--- src/rtl/router_pkg.sv ---
// Shared router definitions: flit width, virtual-channel identifiers and flit type.
package router_pkg;

  localparam int   FLIT_W  = 64;
  localparam logic VC_EVEN = 1'b0;
  localparam logic VC_ODD  = 1'b1;

  typedef logic [FLIT_W-1:0] flit_t;

endpackage

--- src/rtl/rr_arb_n.sv ---
// Combinational round-robin arbiter: the search starts at ptr_i and wraps.
// It produces a one-hot grant, an any-grant flag and the encoded winner index.
module rr_arb_n #(
  parameter  int NUM_IN = 4,
  localparam int PTR_W  = (NUM_IN > 1) ? $clog2(NUM_IN) : 1
) (
  input  logic [NUM_IN-1:0] req_i,
  input  logic [PTR_W-1:0]  ptr_i,
  output logic [NUM_IN-1:0] gnt_o,
  output logic              any_o,
  output logic [PTR_W-1:0]  idx_o
);

  logic             found;
  logic [PTR_W-1:0] cand;

  always_comb begin
    gnt_o = '0;
    idx_o = '0;
    found = 1'b0;
    cand  = '0;
    for (int k = 0; k < NUM_IN; k++) begin
      cand = PTR_W'((int'(ptr_i) + k) % NUM_IN);
      if (!found && req_i[cand]) begin
        found       = 1'b1;
        gnt_o[cand] = 1'b1;
        idx_o       = cand;
      end
    end
    any_o = found;
  end

endmodule

--- src/rtl/vc_output_ctrl.sv ---
// Output-port controller with two single-entry VC buffers. On each phase the buffer for
// VC p is loaded from the inputs while the buffer for VC ~p is drained onto the link.
module vc_output_ctrl
  import router_pkg::*;
#(
  parameter int NUM_IN = 4,
  parameter int DATA_W = FLIT_W
) (
  input  logic                     clk,
  input  logic                     reset,
  input  logic                     polarity,
  input  logic [NUM_IN-1:0]        req_even,
  input  logic [NUM_IN-1:0]        req_odd,
  input  logic [NUM_IN*DATA_W-1:0] data_in,
  output logic [NUM_IN-1:0]        clear,
  input  logic                     ro,
  output logic                     so,
  output logic [DATA_W-1:0]        data_out,
  output logic [1:0]               empty
);

  localparam int PTR_W = (NUM_IN > 1) ? $clog2(NUM_IN) : 1;

  logic [1:0]             full_q, full_d;
  logic [1:0][PTR_W-1:0]  ptr_q, ptr_d;
  logic [1:0][DATA_W-1:0] vbuf_q, vbuf_d;
  logic                   so_q, so_d;
  logic [DATA_W-1:0]      dout_q, dout_d;

  logic                   ph_int, ph_ext;
  logic [NUM_IN-1:0]      req_sel, gnt;
  logic                   any_req;
  logic [PTR_W-1:0]       gnt_idx, ptr_nxt;
  logic [DATA_W-1:0]      sel_flit;
  logic                   load_en, drain_en;

  assign ph_int  = polarity;
  assign ph_ext  = ~polarity;
  assign req_sel = (polarity == VC_ODD) ? req_odd : req_even;

  rr_arb_n #(.NUM_IN(NUM_IN)) u_arb (
    .req_i (req_sel),
    .ptr_i (ptr_q[ph_int]),
    .gnt_o (gnt),
    .any_o (any_req),
    .idx_o (gnt_idx)
  );

  // Gating with reset keeps clear quiet while the block is held in reset.
  assign load_en  = reset & ~full_q[ph_int] & any_req;
  assign drain_en = full_q[ph_ext] & ro;
  assign clear    = load_en ? gnt : '0;

  always_comb begin
    sel_flit = '0;
    for (int i = 0; i < NUM_IN; i++) begin
      if (gnt[i]) sel_flit = data_in[i*DATA_W +: DATA_W];
    end
  end

  always_comb begin
    if (int'(gnt_idx) == NUM_IN - 1) ptr_nxt = '0;
    else                             ptr_nxt = gnt_idx + PTR_W'(1);
  end

  always_comb begin
    full_d = full_q;
    ptr_d  = ptr_q;
    vbuf_d = vbuf_q;
    dout_d = dout_q;
    so_d   = drain_en;
    if (load_en) begin
      vbuf_d[ph_int] = sel_flit;
      full_d[ph_int] = 1'b1;
      ptr_d[ph_int]  = ptr_nxt;
    end
    if (drain_en) begin
      dout_d         = vbuf_q[ph_ext];
      full_d[ph_ext] = 1'b0;
    end
  end

  always_ff @(posedge clk) begin
    if (!reset) begin
      full_q <= '0;
      ptr_q  <= '0;
      vbuf_q <= '0;
      so_q   <= 1'b0;
      dout_q <= '0;
    end else begin
      full_q <= full_d;
      ptr_q  <= ptr_d;
      vbuf_q <= vbuf_d;
      so_q   <= so_d;
      dout_q <= dout_d;
    end
  end

  assign so       = so_q;
  assign data_out = dout_q;
  assign empty    = ~full_q;

endmodule

--- config.mk ---
export PLATFORM = sky130hd
export DESIGN_NAME = vc_output_ctrl
export DESIGN_NICKNAME = d
export VERILOG_FILES = /design/src/rtl/router_pkg.sv /design/src/rtl/rr_arb_n.sv /design/src/rtl/vc_output_ctrl.sv
export SDC_FILE = /design/constraint.sdc
export NUM_CORES = 1
export LEC_CHECK = 0
export ABC_AREA = 1
export BUFFER_PORTS_ARGS = -buffer_cell sky130_fd_sc_hd__buf_4
export CORE_MARGIN = 1.5
export CORE_UTILIZATION = 53
export DETAILED_ROUTE_END_ITERATION = 8
export PLACE_DENSITY = 0.82
export SLEW_MARGIN = 20
export SYNTH_ARGS = -nofsm -noshare
export SYNTH_HDL_FRONTEND = slang
export SYNTH_HIERARCHICAL = 1
export SYNTH_SLANG_ARGS = --single-unit
--- constraint.sdc ---
create_clock -name clk -period 5.4 [get_ports clk]
set_clock_uncertainty 0.15 [all_clocks]
set_input_delay 1.08 -clock clk [delete_from_list [all_inputs] [get_ports clk]]
set_output_delay 1.08 -clock clk [all_outputs]
set_load 0.01 [all_outputs]
==> results of run 1 <==
-- logic make-up after synthesis --
| kind of cell | count (synthesis) | share of synthesized area, % |
|---|---|---|
| buffers and inverters | 348 | 12.9 |
| AO/OA/AOI/OAI | 275 | 12.2 |
| flip-flops | 199 | 34.8 |
| AND/OR/NAND/NOR | 1114 | 39.6 |
| adder cells (fa/ha/maj) | 6 | 0.655 |
-- power breakdown --
group,switching (uW),internal (uW),total [uW]
registers,87.3,1690,1770
logic,2550,1190,3740
clock network,565,725,1290
total,3200,3600,6800
-- critical path: stages --
cell and delay (ps):
buf_4 120, buf_4 310, nand2_1 100, nand2_1 200, inv_1 170, ha_1 390
inv_1 100, nand3_1 100, nand2_1 60, nor2_1 350, a21oi_1 180, nand3_4 430
inv_1 90, nor2_1 110, buf_4 140
-- synthesized netlist by cell type, drive strengths merged --
library cell / count / area (um^2)
a21boi: 4 / 30.0
a21oi: 204 / 1020
buf: 88 / 478
clkbuf: 48 / 200
dfxtp: 199 / 3980
ha: 6 / 75.1
inv: 212 / 796
nand2: 631 / 2400
nand3: 209 / 1070
nand4: 8 / 65.1
nor2: 266 / 1010
o211ai: 1 / 7.51
o21a: 1 / 8.76
o21ai: 65 / 325
-- cells in the final DEF (no fill, tap or decap) --
master	instances
nor2_1	265
nand3_4	2
a21oi_1	204
nor2_4	1
bufinv_16	3
clkinv_4	2
inv_1	205
o21a_2	1
clkbuf_1	1
a21boi_0	4
nand2_1	621
o21ai_0	64
inv_4	1
dfxtp_1	199
clkbuf_16	17
nand4_1	7
clkinvlp_4	1
nand4_4	1
o21ai_1	1
nand3_2	5
buf_12	2
o211ai_1	1
buf_4	351
inv_6	2
ha_1	6
nand2_4	1
clkinv_2	4
inv_2	6
nand2_2	9
nand3_1	202
-- per-layer routing --
metal / GRT usage, % / routed length (um)
met1: 37.5 / 14500
met2: 57.6 / 17700
met3: 6.62 / 3000
met4: 12.5 / 1090
met5: 0 / 0
-- worst min path at each step --
| stage | from | depth (start not counted) | to |
|---|---|---|---|
| 5_1_grt | data_out[57]$_SDFFE_PN0P_ | 2 | data_out[57]$_SDFFE_PN0P_ |
| 3_3_place_gp | data_out[37]$_SDFFE_PN0P_ | 2 | data_out[37]$_SDFFE_PN0P_ |
| 4_1_cts | data_out[59]$_SDFFE_PN0P_ | 2 | data_out[59]$_SDFFE_PN0P_ |
| 2_1_floorplan | ptr_q[0]$_SDFFE_PN0P_ | 2 | ptr_q[0]$_SDFFE_PN0P_ |
| 3_5_place_dp | data_out[59]$_SDFFE_PN0P_ | 2 | data_out[59]$_SDFFE_PN0P_ |
| 6_report | data_out[51]$_SDFFE_PN0P_ | 2 | data_out[51]$_SDFFE_PN0P_ |
-- metrics by stage --
step           utilization (%)  power, uW  hold WS, ps  instances
6_report                  68.4       6800          313       2464
5_1_grt                   68.4       7420          326       2464
4_1_cts                   68.4       6780          313       2464
3_5_place_dp              65.6       5490          302       2434
3_3_place_gp              65.6       5400          299       2434
2_1_floorplan                -       4560          295       1942
-- state kept, by name, summed over array words and instances, names as in the netlist --
signal	count
vbuf_q	128
ptr_q	4
so	1
data_out	64
full_q	2
-- area by class of cell --
type	count	area [um^2]	area share [%]
multi-input combinational	1395	6030	41.9
sequential	199	3980	27.6
timing repair buffer	353	2680	18.6
inverter	212	798	5.54
clock buffer	18	429	2.98
tap	275	344	2.39
clock inverter	12	153	1.06
==> metrics.yaml, run 1 <==
r2r_start: "ptr_q[2]$_SDFFE_PN0P_"
startpoint: "polarity"
max_freq_mhz: 193
syn_avg_cell_area_um2: 5.90
clkTransAtPathRegs_ps: 70
vias: 12845
worstSetupPathType: "input pin to output port"
viasPerCell: 5.21
drcViolationCount: 0
crit_path_end_kind: "output port"
worst_pin_slew_ps: 988
final_nets: 2452
antenna_cells: 0
htree_levels: 4
cts.repair.resized: 0
dr.pass1.iters: 5
cts_tree: "done"
grt_pass1_wl_mm: 57.7
cp.required_ps: 4170
fillers: 1934
yosysWarnings: 6
top_level_ports: 339
ys_seq_area_share_pct: 34.8
overflow: 0
cp_max_fo: 42
place_hpwl_mm: 22.8
synthToLayoutAreaGrowth_pct: 25.8
drt_wl_total_mm: 36.3
drive_gt1_share_pct: 18.7
startpoint_type: "input pin"
rr_endpoint: "vbuf_q[11]$_SDFFE_PN0P_"
cts_sinks: 199
hold_buffers: 0
placed_area_mm2: 0.0138
grt_use_total_pct: 32.2
rsz0062_at_grt: "no"
finalInstanceArea_mm2: 0.0144
timing.final.crit_share_pct: 95.9
insertion_delay_ps: 440
root_buffer: "clkbuf_16"
post-place-ws_ps: 280
ys_ff_latch: 199
dieArea_mm2: 0.0225
fin_ws_ps: 220
cts_buffer_depth: 2
grt_max_degree: 104
p_per_area_mw_per_mm2: 472
outcome: "finished, final reports clean"
hold_violations: 0
cts_setup_buffers: 0
drt_iter0_drc: 814
grt_pass1_vias: 11941
syn-cell-area_mm2: 0.0115
slew-limit-headroom_pct: 34.2
setup-tns-final_ps: 0
cts_made_buffers: 17
slew_viol_final: 0
setup-violations-final: 0
yosys.cell_types.count: 26
crit_end: "clear[3]"
synth_cells: 1942
wire_per_inst_um: 14.7
drv_cap: 0
fp-row-count: 53
r2r_cells: 16
start_util_pct: 54.3
min_path_type: "flop to flop"
synth_nets: 2216
die_h_um: 150
peakVddDrop_uv: 454
crit_arrival_ps: 3950
ant_nets: 0
rrSetupSlack_ps: 1300
core_mm2: 0.0211
antenna_found_initial: 0
die_x_um: 150
numPortBuffers: 338
power_leakage_uw: 0.00730
period_minus_slack_ps: 5180
gp_congestion: 0.845
Note: power is estimated with default switching activity, not from simulation.
==> run 2, diff against run 1 <==
CAP_MARGIN = 20   (was default)
CORE_UTILIZATION = 54   (was 53)
CTS_BUF_LIST = sky130_fd_sc_hd__clkbuf_2   (was default)
MAX_ROUTING_LAYER = met4   (was default)
PLACE_DENSITY = 0.83   (was 0.82)
==> run 2 against run 1 <==
Die area fell by 1.8%. Sequential cell count did not move. Worst hold slack improved by 17 ps. Power fell by 6.8%. Worst setup slack improved by 210 ps. Non-clock buffer count rose by 4. Global-route usage rose by 0.94 points. Critical endpoint unchanged. Largest power group unchanged.
==> metrics.yaml, run 2 (same netlist as run 1, synthesis figures left out) <==
outcome: "finished, final reports clean"
die_x_um: 149
timing.final.crit_share_pct: 92.0
grt_pass1_wl_mm: 57.1
grt_max_degree: 104
max_freq_mhz: 201
internal-power_uw: 3160
drive_gt1_share_pct: 18.9
overflow: 0
post-route-util_pct: 67.8
final_common_cell: "nand2_1"
cts.repair.resized: 0
critPathMaxStageDelay_ps: 400
rsz0062_at_grt: "no"
largest_register_ffs: 128
setup-tns-final_ps: 0
crit_family: "simple AND/OR/NAND/NOR gates"
r2r_start: "ptr_q[2]$_SDFFE_PN0P_"
p_comb_share_pct: 59.2
top_level_ports: 339
cts_setup_buffers: 0
wire_per_inst_um: 14.6
slew_viol_final: 0
dieArea_mm2: 0.0221
final_cell_mix: "621 x nand2_1, 354 x buf_4, 265 x nor2_1, 205 x inv_1, 204 x a21oi_1"
dr.pass1.iters: 6
cpMaxStageDelayCell: "nand3_4"
slew-limit-headroom_pct: 33.0
setup-violations-final: 0
antenna_cells: 0
crit_arrival_ps: 3740
grt_use_total_pct: 33.2
power_leakage_uw: 0.00720
cts_buffer_depth: 2
dpl.cell_count: 2438
cts_made_buffers: 17
core_mm2: 0.0209
viasPerCell: 5.20
power_frac_seq_pct: 28.0
cts_tree: "done"
antenna_found_initial: 0
worst_pin_slew_ps: 1000
gp_congestion: 0.950
clockPowerShare_pct: 12.9
vias: 12842
startpoint_type: "input pin"
drt_wl_total_mm: 35.9
drt_iter0_drc: 964
largest-register: "vbuf_q"
cpMostUsedCell: "nand2_1"
htree_levels: 4
start_util_pct: 54.9
layout.cells.non_filler: 2470
crit_path_end_kind: "output port"
period_minus_slack_ps: 4970
cp_max_fo: 39
peakVddDrop_uv: 310
cp.required_ps: 4170
synthToLayoutAreaGrowth_pct: 23.6
worstSetupPathType: "input pin to output port"
startpoint: "polarity"
path_cells: "buf_4 > inv_2 > nand2_1 > nand2_1 > inv_2 > ha_1 > inv_1 > nand3_1 > nand2_1 > nor2_1 > a21oi_1 > nand3_4 > inv_1 > nor2_1 > buf_4"
p_per_area_mw_per_mm2: 447
fp-row-count: 53
die_h_um: 149
root_buffer: "clkbuf_2"
place_hpwl_mm: 22.9
numPortBuffers: 338
power.switching_uw: 3180
min_path_type: "flop to flop"
final_nets: 2456
hold_violations: 0
insertion_delay_ps: 770
hold_buffers: 0
grt_pass1_vias: 11762
cts_sinks: 199
min_from: "data_out[41]$_SDFFE_PN0P_"
drcViolationCount: 0
ant_nets: 0
fin_hold_ws_ps: 331
clkTransAtPathRegs_ps: 280
drv_cap: 0
p_sw_share_pct: 50.2
finalPower_uw: 6340
critPathBufInv: 6
## run 2: cell count changes in the layout (fill, tap and decap cells not counted), sizes merged
cell / previous run / this run
buf: 353 / 357
clkbuf: 18 / 17
clkinvlp: 1 / 0
inv: 214 / 218
## run 2: worst reg2reg max path, delay by kind of cell, from the launching register on
family / cells / cell delay (ps)
AND/OR/NAND/NOR: 10 / 1590
AO/OA/AOI/OAI: 1 / 180
flip-flops: 1 / 420
adder cells (fa/ha/maj): 1 / 390
buffers and inverters: 4 / 890
## run 2: layer usage
metal	wire length, um	part of all wire [%]	GRT usage (%)
met1	14500	40	39.0
met2	17300	48	56.2
met3	2910	8.1	5.80
met4	1180	3.3	13.3
met5	0	0	-
## run 2: path summary, 6_finish.rpt
| check | depth (start not counted) | endpoint | slack, ps |
|---|---|---|---|
| worst max-delay path | 15 | clear[3] | 430 |
| worst min-delay path | 2 | data_out[41]$_SDFFE_PN0P_ | 330 |
| worst max register to register | 16 | vbuf_q[98]$_SDFFE_PN0P_ | 1730 |
| worst min register to register | 2 | data_out[41]$_SDFFE_PN0P_ | 330 |
## run 2: metrics by stage
step,worst slack (ps),area [um^2]
floorplan,582,11500
finish,433,14200
global route,223,14200
CTS,494,14200
detailed placement,473,13900
global placement,597,13900
## run 2: power by group through the flow
stage / registers (uW) / logic, uW / clock network [uW]
3_5_place_dp: 1800 / 3690 / 0
6_report: 1770 / 3750 / 815
2_1_floorplan: 1790 / 2770 / 0
5_1_grt: 1790 / 4250 / 885
3_3_place_gp: 1790 / 3620 / 0
4_1_cts: 1770 / 3710 / 829
## run 2: final cells by class
| cell class | instances | area (um^2) |
|---|---|---|
| Fill cell | 1956 | 6720 |
| Multi-Input combinational cell | 1395 | 6040 |
| Sequential cell | 199 | 3980 |
| Timing Repair Buffer | 357 | 2730 |
| Inverter | 212 | 798 |
| Tap cell | 275 | 344 |
| Clock inverter | 15 | 190 |
| Clock buffer | 17 | 85.1 |
==> run 3, diff against run 2 <==
ABC_AREA = default   (was 1)
CORE_UTILIZATION = 53   (was 54)
==> run 3 against run 2 <==
Clock power shrank 4.7%. Power shrank 8.1%. Worst setup slack lost 150 ps. First-iteration DRC count grew 21%. Routed wire length shrank 2.4%. Die area shrank 9.6%. Maximum frequency shrank 3.0%. Final area shrank 9.2%. Non-clock buffer count grew 5. Largest power group unchanged.
==> metrics.yaml, run 3 <==
largest_register_ffs: 128
cts.repair.resized: 0
slew_viol_final: 0
yosys.cell_types.count: 45
place_hpwl_mm: 22.7
synthToLayoutAreaGrowth_pct: 26.7
cpMaxStageDelayCell: "o21ai_0"
synthArstFlopShare_pct: 0
netlist.top_cell.by_area: "dfxtp_1"
overflow: 0
synth_common_cells: "199 x dfxtp_1, 190 x nand3_1, 117 x o31ai_1"
worst_pin_slew_ps: 1010
max_freq_mhz: 195
fin_hold_ws_ps: 313
htree_levels: 4
setup-violations-final: 0
synth_cells: 1198
top_level_ports: 339
final_nets: 1713
rsz0062_at_grt: "no"
worstSetupPathType: "input pin to output port"
use_met3_pct: 6.21
power_leakage_uw: 0.00477
met2_usage_pct: 57.6
fin_ws_ps: 280
outcome: "finished, final reports clean"
finalPower_uw: 5820
cp.required_ps: 4170
final_cell_mix: "359 x buf_4, 198 x dfxtp_1, 190 x nand3_1, 117 x o31ai_1"
cts_made_buffers: 17
crit_path_end_kind: "output port"
yosysWarnings: 6
ys_seq_area_share_pct: 39.3
r2r_cells: 10
hold_path_depth: 2
seq_area_mm2: 0.00399
drv_cap: 0
antenna_found_initial: 2
cp_max_fo: 10
layout.cells.non_filler: 1687
grt_pass1_vias: 10688
path_cells: "buf_4 > mux2_2 > inv_1 > ha_1 > mux4_2 > and2b_2 > a22oi_1 > o21ai_0 > and2_1 > buf_4"
core_mm2: 0.0188
fp-row-count: 50
syn-cell-area_mm2: 0.0101
die_x_um: 141
yosysMostFrequentCell: "dfxtp_1"
setup-tns-final_ps: 0
crit_arrival_ps: 3890
synth_edf_count: 0
dieArea_mm2: 0.0200
period_minus_slack_ps: 5120
root_buffer: "clkbuf_2"
gp_congestion: 0.967
critPathMaxStageDelay_ps: 630
syn_avg_cell_area_um2: 8.47
timing.final.crit_share_pct: 94.8
hold_buffers: 0
drt_wl_total_mm: 35.1
busiest_layer: "met2"
min_from: "vbuf_q[40]$_SDFFE_PN0P_"
numPortBuffers: 338
start_util_pct: 54.1
cts_tree: "done"
min_to: "data_out[40]$_SDFFE_PN0P_"
viasPerCell: 6.50
p_per_area_mw_per_mm2: 453
drcViolationCount: 0
ys.flop_type: "dfxtp_1"
cts_buffer_depth: 2
cts_setup_buffers: 0
clkTransAtPathRegs_ps: 310
grt_use_total_pct: 35.1
dpl.cell_count: 1654
min_path_type: "flop to flop"
rrSetupSlack_ps: 740
hold_violations: 0
insertion_delay_ps: 820
slew-limit-headroom_pct: 32.7
cpMostUsedCell: "buf_4"
grt_pass1_wl_mm: 54.7
largest-register: "vbuf_q"
drive_gt1_share_pct: 29.7
wire_per_inst_um: 20.8
synth_nets: 1472
die_h_um: 141
yosys-top-cells-area: "dfxtp_1 39%, nand3_1 9.4%, o31ai_1 8.7%"
r2r_start: "ptr_q[1]$_SDFFE_PN0P_"
drt_iter0_drc: 1170
rr_endpoint: "vbuf_q[40]$_SDFFE_PN0P_"
ys_ff_latch: 199
grt_max_degree: 91
vias: 10966
final_common_cell: "buf_4"
synth_top_cell_area_share_pct: 39.3
ant_nets: 0
post-place-ws_ps: 237
startpoint_type: "input pin"
multi_input_area_mm2: 0.00553
peakVddDrop_uv: 415
cts_sinks: 199
met1_usage_pct: 41.4
dr.pass1.iters: 6
fillers: 1594
-- run 3: changes by cell type after synthesis, moves of 16 or more --
cell and delta:
a21o_1 +64, a21oi_1 -200, a221oi_1 +58, a31oi_1 +64
buf_2 -22, clkbuf_1 +43, inv_1 -199, nand2_1 -553
nand2b_1 +66, nand3_1 -16, nor2_1 -259, o22ai_1 +63
o31ai_1 +117
-- run 3: logic make-up (layout without fill, tap and decap cells) --
| group | after synthesis | in the layout | synth area share [%] |
|---|---|---|---|
| other cells | 0 | 2 | 0 |
| fa+ha+maj | 6 | 6 | 0.740 |
| compound gates | 472 | 472 | 33.3 |
| simple gates | 354 | 354 | 17.9 |
| flops | 199 | 199 | 39.3 |
| buf+inv | 151 | 404 | 6.59 |
| mux | 16 | 16 | 2.24 |
-- run 3: how the worst max path moves through the flow --
| stage | to | slack [ps] | from | cells past startpoint |
|---|---|---|---|---|
| floorplan | clear[1] | 50 | polarity | 13 |
| global placement | clear[0] | 420 | polarity | 11 |
| detailed placement | vbuf_q[68]$_SDFFE_PN0P_ | 240 | polarity | 12 |
| CTS | clear[3] | 370 | polarity | 10 |
| global route | clear[2] | 170 | polarity | 11 |
| finish | clear[3] | 280 | polarity | 10 |
-- run 3: worst max-delay path: cells and delay by family --
family / cells / cell delay, ps
mux: 2 / 860
fa+ha+maj: 1 / 290
buf+inv: 3 / 420
compound gates: 2 / 700
simple gates: 2 / 540
-- run 3: per-layer routing --
| metal | share of wire (%) | wire, um |
|---|---|---|
| met1 | 39 | 13700 |
| met2 | 48 | 17000 |
| met3 | 8.4 | 2940 |
| met4 | 4.4 | 1530 |
| met5 | 0 | 0 |
-- run 3: area by class of cell --
cell class	count	share of cell area, %
Clock inverter	14	1.27
Antenna cell	2	0.0389
Tap cell	234	2.28
Multi-Input combinational cell	848	43.0
Clock buffer	17	0.662
Sequential cell	199	31.0
Timing Repair Buffer	362	21.4
Inverter	11	0.341
-- run 3: through the flow --
step                      utilization [%]  instance area [um^2]
after floorplan                         -                 10100
after global placement               67.1                 12600
after detailed placement             67.1                 12600
after CTS                            68.5                 12800
after global routing                 68.5                 12900
final                                68.5                 12900
-- run 3: report_power, final --
part	total [uW]	internal [uW]	switching, uW
Combinational	2920	1090	1830
Clock	777	228	549
Sequential	2130	1890	234
Total	5820	3210	2620
